**src/rtl/fetch_unit.sv**
```systemverilog
// Instruction fetch stage: owns the fetch PC, issues req/ack word reads to
// instruction memory and buffers up to two instructions for the decoder.
module fetch_unit #(
    parameter int                ADDR_W   = 16,
    parameter int                INSTR_W  = 16,
    parameter logic [ADDR_W-1:0] RESET_PC = '0
) (
    input  logic               clk,
    input  logic               reset,
    output logic               imem_req,
    output logic [ADDR_W-1:0]  imem_addr,
    input  logic               imem_ack,
    input  logic [INSTR_W-1:0] imem_rdata,
    input  logic               redirect,
    input  logic [ADDR_W-1:0]  redirect_pc,
    output logic               instr_valid,
    input  logic               instr_ready,
    output logic [INSTR_W-1:0] instr,
    output logic [3:0]         op,
    output logic [ADDR_W-1:0]  pc_out
);

    typedef enum logic [1:0] {S_IDLE, S_REQ, S_DRAIN} state_t;

    state_t              r_state;
    logic [ADDR_W-1:0]   r_fetch_pc;
    logic [ADDR_W-1:0]   r_pending_pc;
    logic [ADDR_W-1:0]   r_imem_addr;
    logic [1:0]          r_count;
    logic                r_head;
    logic [ADDR_W-1:0]   r_fifo_addr  [2];
    logic [INSTR_W-1:0]  r_fifo_instr [2];

    logic                w_pop;
    logic                w_push;
    logic [1:0]          w_count_next;
    logic                w_fits;
    logic                w_wr_idx;
    logic [ADDR_W-1:0]   w_addr_inc;

    assign w_pop        = (r_count != 2'd0) && instr_ready && !redirect;
    assign w_push       = (r_state == S_REQ) && imem_ack && !redirect;
    assign w_count_next = r_count + {1'b0, w_push} - {1'b0, w_pop};
    // Only keep a request in flight if its data is guaranteed a free slot.
    assign w_fits       = (w_count_next <= 2'd1);
    assign w_wr_idx     = r_head ^ r_count[0];
    assign w_addr_inc   = r_imem_addr + ADDR_W'(1);

    always_ff @(posedge clk or posedge reset) begin
        if (reset) begin
            r_state      <= S_IDLE;
            r_fetch_pc   <= RESET_PC;
            r_pending_pc <= RESET_PC;
            r_imem_addr  <= RESET_PC;
            r_count      <= 2'd0;
            r_head       <= 1'b0;
        end else begin
            r_count <= redirect ? 2'd0 : w_count_next;
            if (w_pop)
                r_head <= ~r_head;

            case (r_state)
                S_IDLE: begin
                    if (redirect) begin
                        r_fetch_pc <= redirect_pc;
                    end else if (w_fits) begin
                        r_state     <= S_REQ;
                        r_imem_addr <= r_fetch_pc;
                    end
                end
                S_REQ: begin
                    if (redirect) begin
                        if (imem_ack) begin
                            r_fetch_pc <= redirect_pc;
                            r_state    <= S_IDLE;
                        end else begin
                            // Memory still owes us a beat; wait it out and drop it.
                            r_pending_pc <= redirect_pc;
                            r_state      <= S_DRAIN;
                        end
                    end else if (imem_ack) begin
                        r_fetch_pc <= w_addr_inc;
                        if (w_fits)
                            r_imem_addr <= w_addr_inc;
                        else
                            r_state <= S_IDLE;
                    end
                end
                S_DRAIN: begin
                    if (imem_ack) begin
                        r_fetch_pc <= redirect ? redirect_pc : r_pending_pc;
                        r_state    <= S_IDLE;
                    end else if (redirect) begin
                        r_pending_pc <= redirect_pc;
                    end
                end
                default: r_state <= S_IDLE;
            endcase
        end
    end

    always_ff @(posedge clk) begin
        if (w_push) begin
            r_fifo_addr[w_wr_idx]  <= r_imem_addr;
            r_fifo_instr[w_wr_idx] <= imem_rdata;
        end
    end

    assign imem_req    = (r_state != S_IDLE);
    assign imem_addr   = r_imem_addr;
    assign instr_valid = (r_count != 2'd0);
    assign instr       = instr_valid ? r_fifo_instr[r_head] : '0;
    assign pc_out      = instr_valid ? r_fifo_addr[r_head]  : '0;
    assign op          = instr[INSTR_W-1 -: 4];

endmodule

```
**config.mk**
```make
export PLATFORM = sky130hd
export DESIGN_NAME = fetch_unit
export DESIGN_NICKNAME = d
export VERILOG_FILES = /design/src/rtl/fetch_unit.sv
export SDC_FILE = /design/constraint.sdc
export NUM_CORES = 1
export LEC_CHECK = 0
export ABC_AREA = 1
export CAP_MARGIN = 15
export CORE_MARGIN = 3
export CORE_UTILIZATION = 40
export CTS_CLUSTER_SIZE = 24
export DETAILED_ROUTE_END_ITERATION = 8
export GPL_TIMING_DRIVEN = 0
export PLACE_DENSITY = 0.7
export SLEW_MARGIN = 20
export SYNTH_ARGS = -nofsm -noshare
export SYNTH_HDL_FRONTEND = slang
export SYNTH_SLANG_ARGS = --single-unit
```
**constraint.sdc**
```tcl
create_clock -name clk -period 3 [get_ports clk]
set_input_delay 0.75 -clock clk [delete_from_list [all_inputs] [get_ports clk]]
set_output_delay 0.75 -clock clk [all_outputs]
set_load 0.01 [all_outputs]
```
[Word level (Yosys, flattened, before mapping)]
Memories as Yosys holds them, arrays and structs flattened.
Cells that the tools add are included.
Widths: inputs -> output; s select.
Word-level totals
  bits in registers: 53
  RAM bits: 64
  output and inout bits: 54
  logic and storage cells: 73
  memories: 2
Operators by class
  add/sub/neg operators: 3
  order comparisons: 1
  eq/ne operators: 14
  mux-type cells: 30
  bitwise operators: 2
  reduce and logical (&&, ||, !) cells: 15
Memories
  r_fifo_addr: words 2, width 16, read ports 1, clocked after Yosys merged registers in 0, wr ports 1, RTL line 31  | logic [ADDR_W-1:0] r_fifo_addr [2];
  r_fifo_instr: words 2, width 16, read ports 1, clocked after Yosys merged registers in 0, wr ports 1, RTL line 32  | logic [INSTR_W-1:0] r_fifo_instr [2];
Operators by type and width (number)
  $mux 16: 16
  $pmux 16 s2: 2
  $pmux 16 s3: 1
  $ne 2x2->1 const B: 10
  $add 16x1->16 const B: 1
  $mux 2: 8
  $reduce_and 4->1: 2
  $reduce_bool 2->1: 4
  $ne 3x3->1 const B: 2
  $pmux 2 s3: 1
  $reduce_and 6->1: 1
  $reduce_and 5->1: 1
  $logic_and 1x1->1: 4
  $reduce_bool 3->1: 1
  $add 2x1->2: 1
  $eq 2x1->1 const B: 1
  $eq 2x2->1 const B: 1
  $le 2x1->1 const B: 1
  $logic_not 2->1: 1
  $mux 1: 2
  $sub 2x1->2: 1
  $logic_not 1->1: 1
  $not 1->1: 1
  $xor 1x1->1: 1

[Logic depth before layout (Yosys ltp)]
Gate-level depths: netlist (run 1).
  depth in word-level cells: 10
  depth in mapped cells: 17
  mapped depth without buffers: 16

[Worst setup path before layout (run 1)]
OpenSTA, ideal clock, no wires.
  path kind: input to register
  start: input redirect
  end: memory r_fifo_addr[0][0] (enable)
  setup time: 421 ps
  data arrival time: 2442 ps
  required time: 2579 ps
  slack: 137 ps
  cell stages on the path: 5
  cells stage by stage: inv_2 nand2_2 nor2_1 inv_1 nor2_1
Between the ends
  word-level cells in the longest chain between the ends: 4
Ends and longest elaborated chain
  start: declaration: RTL line 14  | input logic redirect,
  $logic_not 1->1: RTL line 42  | assign w_push = (r_state == S_REQ) && imem_ack && !redirect;
  $logic_and 1x1->1: RTL line 42
  $mux 1: RTL line 103  | if (w_push) begin
  $mux 1 (implied by the code): RTL line 104  | r_fifo_addr[w_wr_idx] <= r_imem_addr;
  end: declaration: RTL line 31
No other way between the ends.

[Worst setup path in the final report (run 1)]
  start: register r_head
  end: output op[3]
Between the ends
  word-level cells in the longest chain between the ends: 2
Ends and longest elaborated chain
  start: declaration: RTL line 30  | logic r_head;
  start signal: assignment: RTL line 60  | r_head <= ~r_head;
  $mem_v2 2x16
  $mux 16: RTL line 112  | assign instr = instr_valid ? r_fifo_instr[r_head] : '0;
  end: declaration: RTL line 19  | output logic [3:0] op,
No other way between the ends.

==> summary by stage, run 1 <==
Layout
Compared with the post-synthesis result, the final layout area differs by 31.68%. The area of all placed cells without fillers is 7754 sq um. Cells with a size suffix above 1 make up 12.33% of the layout.

The repair_antennas step left the layout with diodes totalling 0. For this run, the post-layout net count is 858. Leaving out filler cells and counting taps, the final layout contains 1007.

GRT
The overall track demand over capacity in global routing is 17.87%. The via count of the first global-routing pass was 4545. The first-pass GRT wire length is 22970 um. The pin count of the biggest net entering global routing is 54. The initial antenna violation count is 0. For this run the aggregate overflow at the end of global routing stands at 0.

Run status
The run finished with clean final reports.

Synth
Counting flops with an async set or reset pin after synthesis yields a share of 45.30%. The share of the yosys chip area belonging to registers is 55.16%. The net count of the mapped netlist is 743. The synthesized design contains 64 enable-type register cells.

The synthesized area divided by synthesized cell count is 8.424 sq um. The number of standard cells after synthesis is 699. The share of synthesized area in the top cell type comes to 32.64%. The most frequent cell after synthesis is nand2_1. The total number of yosys warnings is 0. The summed instance area of the synthesized netlist is 5888 sq um.

Among all flip-flop cells after synthesis, the most frequent one is edfxtp_1. Synthesis inferred 117 register bits. Yosys attributes the largest share of cell area to edfxtp_1, dfrtp_1, nand2_1, a21oi_1, nor2_1. The synthesized design spends more area on one cell type than any other, namely edfxtp_1. Counting instances in the post-synthesis netlist gives the leading cell types as nand2_1, nor2_1, a21oi_1. The synthesized netlist contains 29 unique library cells.

Clock network
The number of buffers between clock root and the deepest sink is 2. The number of buffers inserted during clock tree synthesis is 17. The clock reaches the later pin of the worst-skew pair after 0.41 ns. The clock root buffer master is clkbuf_16. Counting every sink on the clock net gives 117. The number of H-tree branching levels is 4.

The clock-pin transition on the worst setup and hold timing paths is 0.06 ns. The clock tree from TritonCTS is done. The number of buffers added to fix hold violations after cts is 0.

Detailed routing
The met3 wire length is 843 um. The final route contains 4931 vias. The number of search-and-repair iterations in the first detailed-routing pass is 5. The residual DRC count is 0. Summed over all layers, the routed wires come to 14170 um.

The number of vias per cell after detailed routing is 4.897. In this run the remaining antenna-violating nets after routing total 0. The routed length on met2 is 6589 um.

The detailed router put a total of 6506 um of wire on met1. The average wire per cell in the routed design is 14.07 um. The first routing iteration left 350 violations. In this run the top signal layer used is met4.

Hold path
The type of the most critical hold path is reg2reg.

Floorplan
The die outline area is 16210 sq um. The vertical die dimension is 127.3 um. 91 I/O pins were placed. In this run the core area contains 43 standard-cell rows. For this configuration, the core starts out at a cell density of 41.61%. The horizontal extent of the die is 127.3 um.

The core region is 14150 sq um.

Timing
The final-report max-slew violation count is 0. Between clock sinks in the finished design, the worst skew comes to 0.008044 ns. The smallest clock period supported by the final layout is computed as 2.892 ns.

The number of hold violations in the final report is 0. The summed negative setup slack over all endpoints is 0 ns. Static timing analysis puts the maximum clock frequency at 345.8 MHz. The share of the clock period used by the worst path after layout is 96.40%. Setup violations remaining at the end of the flow were counted as 0. The actual transition at the worst max-transition pin is 0.6526 ns.

In this run the tightest slew margin relative to its limit is 56.49%. Setup slack closes at 0.1081 ns.

Worst setup path
The critical path runs through a total of 7 cells. In this run the worst path has a maximum fanout of 7. For this design, the slowest cell found on the critical path is clkdlybuf4s50_1. The cell seen most often among critical-path stages is buf_4. The last element of the critical path is op[3]. The signal on the critical path passes through buf_2 > clkinvlp_4 > buf_4 > nand2_1 > a21oi_1 > buf_4 > clkdlybuf4s50_1. The endpoint required time on the critical path is 2.25 ns. The number of cells on the worst reg-to-reg path is 17. The worst setup path is captured at an output port. The worst flop-to-flop path startpoint is r_state[1]$_DFFE_PP0P_. The most critical setup path has its startpoint at r_head$_DFFE_PP0P_. The critical path launch point type is a flip-flop. Broken down by cell family, the worst path's largest delay share belongs to buffers and inverters. Setup slack on the worst reg-to-reg path comes out at 0.33 ns. The critical path's largest stage delay is 0.52 ns. By startpoint and endpoint, the worst setup path is classified as reg2out. The arrival time at the worst endpoint is 2.14 ns. Together, buffers and inverters on the worst path number 5.

The endpoint of the worst-slack reg-to-reg timing path is imem_addr[14]$_DFFE_PP0P_.

Placed design
The weighted congestion at the end of routability-driven global placement is 0.8618. The worst slack at placement is -0.2961 ns. Detailed placement finished with a half-perimeter wire length of 10290 um. The number of placed instances, taps included is 971. Buffers placed on the I/O ports in this run total 90. Once placement finished, the instance area stood at 7087 sq um.

Power
The ratio of total power to cell area is 1023 nW/um^2. The worst-case IR drop observed on VDD is 0.0004502 V. For this design the static power due to leakage is 3.303 nW. The power consumption is 7.934 mW.

Flow run
Across the run, the number of max-cap violations was 0.
==> sequential cells by signal, summed over array words and instances, names as in the netlist <==
register	cells
imem_addr	16
r_count	2
r_fetch_pc	16
r_fifo_addr	32
r_fifo_instr	32
r_head	1
r_pending_pc	16
r_state	2
==> layout make-up <==
type                    count  area, sq um
multi-input cells         500         2308
clock buffers              17        425.4
clock inverters            15        156.4
inverters                  45        175.2
well taps                 180        225.2
repair buffers             96        991.0
flip-flops and latches    117         3248
fillers                  1283         6396
plain buffers              37        224.0
==> cell families (layout without fill, tap and decap cells) <==
| logic type | count (synthesis) | count (layout) | synth area share (%) |
|---|---|---|---|
| and+or+nand+nor | 362 | 362 | 24.71 |
| AOI/OAI and AO/OA | 125 | 125 | 11.54 |
| xor gates and xnor gates | 6 | 6 | 0.8925 |
| buffers and inverters | 82 | 210 | 6.205 |
| adders and majority gates | 7 | 7 | 1.487 |
| DFF | 117 | 117 | 55.16 |
==> power by group <==
group,internal [mW],total [mW],switching (mW)
logic,1.39,3.44,2.05
clock network,1.22,1.95,0.725
registers,2.21,2.54,0.333
total,4.83,7.93,3.11
==> worst min-delay path by stage <==
stage	slack [ns]	from	depth (start not counted)	end
after global placement	0.46	r_fetch_pc[8]$_DFFE_PP0P_	2	r_fetch_pc[8]$_DFFE_PP0P_
final	0.48	r_fetch_pc[14]$_DFFE_PP0P_	2	r_fetch_pc[14]$_DFFE_PP0P_
after CTS	0.48	r_fetch_pc[8]$_DFFE_PP0P_	2	r_fetch_pc[8]$_DFFE_PP0P_
after floorplan	0.45	r_fetch_pc[10]$_DFFE_PP0P_	2	r_fetch_pc[10]$_DFFE_PP0P_
after detailed placement	0.47	r_fetch_pc[8]$_DFFE_PP0P_	2	r_fetch_pc[8]$_DFFE_PP0P_
after global routing	0.50	r_fetch_pc[7]$_DFFE_PP0P_	2	r_fetch_pc[7]$_DFFE_PP0P_
==> worst reg2reg max path, cell delays in order (launching register included) <==
cell and delay, ns:
dfrtp_1 0.41, inv_1 0.09, ha_1 0.26, nand2_2 0.10
nor2_1 0.15, inv_1 0.16, ha_1 0.30, inv_1 0.04
ha_1 0.20, inv_1 0.07, nand3_2 0.11, nand3_1 0.10
nand2_1 0.07, nand2_2 0.12, inv_2 0.05, buf_4 0.17
nand2_1 0.09, nand2_1 0.06
==> repair_timing <==
item / in CTS / in global routing
resized for setup: 9 / 18
setup endpoints to repair: 33 / 37
hold endpoints to repair: 0 / 0
pin swaps: 0 / 1
cloned: 0 / 0
setup buffers: 0 / 4
==> layer usage <==
metal  vias to the layer above  global-route usage (%)
met2                       165                   27.84
met4                         0                   5.931
li1                       2541                       -
met1                      2203                   24.47
met3                        22                   4.640
met5                         -                       0
==> placed cells by master, fill, tap and decap left out, types with 4 or more instances in the layout <==
master,instances
nor2_2,6
a211oi_1,7
nand3_1,25
o21ai_0,25
o21ai_2,5
clkbuf_16,17
a21oi_1,66
nand4_1,7
clkinv_2,4
clkinv_4,4
inv_2,5
clkdlybuf4s50_1,88
a31oi_1,4
clkbuf_2,5
inv_1,37
clkbuf_1,4
buf_4,10
buf_2,16
nor2_1,68
nand3_2,4
o21ai_1,10
edfxtp_1,64
xor2_1,5
nand2_1,246
ha_1,7
dfrtp_1,53
==> through the flow <==
stage          hold slack, ns  utilization (%)
2_1_floorplan          0.4492                -
3_3_place_gp           0.4644            49.57
3_5_place_dp           0.4671            50.08
4_1_cts                0.4818            54.32
5_1_grt                0.4997            54.80
6_report               0.4781            54.80
No activity file was read; power rests on OpenSTA's default activity.
==> run 2: changes to the inputs <==
Settings changed: PLACE_DENSITY 0.7 to unset, PLACE_DENSITY_LB_ADDON set to 0.25.
Clock period 3 ns to 3.1 ns, I/O delays scaled along.
==> run 2 against run 1 <==
  * Total power down 2.1%
  * Clock power up 3%
  * Count of clock-buffer cells in the layout unchanged
  * Final area down 0.47%
  * Setup slack better by 0.048 ns
  * Hold slack better by 0.0054 ns
  * Sequential share of layout area up 0.20 points
  * Largest cell class unchanged
  * Highest routed layer unchanged
==> summary by stage, run 2 (synthesis gave the netlist of run 1 again) <==
Floorplan
The die outline area is 16210 sq um. In this run the standard cell core region covers 14150 sq um. During I/O placement, the number of pins put on the boundary was 91.

The vertical die dimension is 127.3 um. For this configuration, the core starts out at a cell density of 41.61%. The horizontal extent of the die is 127.3 um. The standard-cell row count is 43.

Worst setup path
At the worst endpoint, the arrival time is 2.17 ns. The slowest stage of the critical path belongs to the cell clkdlybuf4s50_1. STA puts the critical path data required time at 2.32 ns. The critical path class is reg2out.

The signal on the critical path passes through buf_2 > clkinv_1 > clkbuf_2 > nand2_1 > a21oi_1 > clkdlybuf4s50_1. The critical path's largest stage delay is 0.56 ns. The largest fanout on the critical path is 10.

The worst flop-to-flop path startpoint is r_state[1]$_DFFE_PP0P_. The worst setup path is launched from a flip-flop. In this run the worst setup path begins at r_head$_DFFE_PP0P_. In this design, the largest share of critical-path delay is due to buffers and inverters. STA classifies the critical path endpoint as an output port. The number of buffer and inverter instances along the worst setup path is 4.

Placed design
In this run the tool buffered the top-level ports with 90 buffer cells. The post-detailed-placement half-perimeter wirelength is 11030 um. Routability-driven placement finished with a final weighted congestion of 0.8709.

GRT
Entering global routing, the biggest net connects 54 pins. The initial antenna violation count came to 0. Summed over all layers, the global routing overflow is 0. The via count of the first global-routing pass is 5274. The overall track demand over capacity in global routing is 19.77%.

The first-pass GRT wire length is 25200 um.

Timing
The routed design could run at a clock period as short as 2.944 ns. The timing-limited maximum frequency is 339.7 MHz. The summed negative setup slack over all endpoints is 0 ns. The relative slew slack is 54.27%.

The share of the clock period used by the worst path after layout is 94.95%. The largest clock skew in the final design is 0.007423 ns. The actual transition at the worst max-transition pin is 0.6860 ns.

The total setup violations reported at the end of the flow is 0. Setup repair after global routing could not meet its margin everywhere. The number of hold violations in the final report is 0. The final-report max-slew violation count is 0. The tightest hold margin is 0.4835 ns.

Hold path
The worst hold path belongs to the class reg2reg. The startpoint of the worst hold path is r_fetch_pc[14]$_DFFE_PP0P_.

Detailed routing
The total number of vias is 5222. Wires add up to 15360 um. After detailed routing, the average wire length per cell comes to 15.31 um.

The number of vias per cell after detailed routing is 5.206. The detail route stage leaves a number of antenna-violating nets equal to 0. The residual DRC count is 0. The detailed router finished its first iteration with 376 violations. For this run, the detailed router's first-pass iteration total came to 5.

Layout
The layout overhead on the synthesized area is 31.07%. The largest registers in the layout are r_fifo_addr: 32 flops, r_fifo_instr: 32 flops. The number of filler instances in the final layout is 1287. The layout net count is 854. The library cell used most frequently in the layout, excluding fill and tap cells, is nand2_1. The number of antenna diodes is 0. In the layout the commonest cells are nand2_1, clkdlybuf4s50_1, nor2_1, a21oi_1, edfxtp_1.

The layout cell share with drive strength beyond 1 is 11.18%.

Clock network
The clock root buffer master is clkbuf_16. After clock tree synthesis, the clock-pin slew on the worst setup and hold paths is 0.05 ns. The number of buffers added to fix hold violations after cts is 0. The number of buffers inserted during clock tree synthesis is 17. TritonCTS built the clock tree. The clock sink count is 117. The number of buffers between clock root and the deepest sink is 2. The clock insertion delay at the later pin of the skew report is 0.42 ns. The post-CTS setup repair buffer count is 0. The number of H-tree branching levels is 4.

Run status
The flow ran to the end, and the final reports show no timing, DRC or antenna violations.

Power
IR analysis of the VDD net gives a maximum drop of 0.0004122 V. Power spread over the standard cell area amounts to 1006 nW/um^2. The analysis attributes to cell leakage a power of 3.264 nW.

Flow run
Across the run, the number of max-cap violations was 0.
## run 2: repair_timing
action	CTS	global route
endpoints found under the setup margin	17	41
hold endpoints to repair	0	0
gates resized for setup	4	15
pin swaps	0	1
## run 2: per-layer routing
metal | GRT usage (%) | vias to the layer above | wire, um
li1 | - | 2533 | -
met1 | 24.90 | 2519 | 6807
met2 | 32.98 | 147 | 7515
met3 | 5.100 | 23 | 792
met4 | 7.066 | 0 | 244
met5 | 0 | - | 0
## run 2: path summary, 6_finish.rpt
kind	to	slack [ns]	cells after the start
min	r_fetch_pc[14]$_DFFE_PP0P_	0.48	2
min in group asynchronous	imem_addr[12]$_DFFE_PP0P_	0.81	2
max in group asynchronous	r_fetch_pc[9]$_DFFE_PP0P_	1.82	2
max	pc_out[6]	0.16	6
min reg2reg	r_fetch_pc[14]$_DFFE_PP0P_	0.48	2
max reg2reg	imem_addr[10]$_DFFE_PP0P_	0.47	17
## run 2: worst reg2reg max path, cell delays in order, from the launching register on
cell and delay, ns:
dfrtp_1 0.41, inv_1 0.09, ha_1 0.27, nand2_2 0.10, nor2_1 0.14, inv_1 0.13, ha_1 0.29, inv_1 0.04
ha_1 0.20, inv_1 0.07, nand3_2 0.10, nand3_1 0.10, nand2_1 0.09, nand2_2 0.14, inv_2 0.06, buf_4 0.17
nand2_1 0.08, nand2_1 0.05
## run 2: layout make-up
cell class	count	area [sq um]	share of cell area [%]
clock inverters	15	177.7	2.302
plain buffers	37	212.7	2.756
well taps	180	225.2	2.918
repair buffers	92	955.9	12.39
flip-flops and latches	117	3248	42.09
clock buffers	17	425.4	5.512
inverters	45	171.4	2.221
multi-input cells	500	2301	29.82
## run 2: per-stage QoR
stage / total power [mW] / cell area [sq um] / instances / worst slack (ns) / util, %
final: 7.767 / 7717 / 1003 / 0.1565 / 54.54
after floorplan: 4.524 / 5888 / 699 / 0.2122 / -
after global placement: 5.630 / 7014 / 969 / -1.108 / 49.57
after global routing: 8.366 / 7717 / 1003 / -0.0007212 / 54.54
after detailed placement: 5.758 / 7087 / 971 / -0.3101 / 50.08
after CTS: 7.792 / 7695 / 1003 / 0.009235 / 54.38
## run 2: power breakdown
group	switching [mW]	internal [mW]	leakage (nW)
sequential	0.335	2.14	1.23
clock	0.732	1.27	0.295
combinational	2.00	1.29	1.74
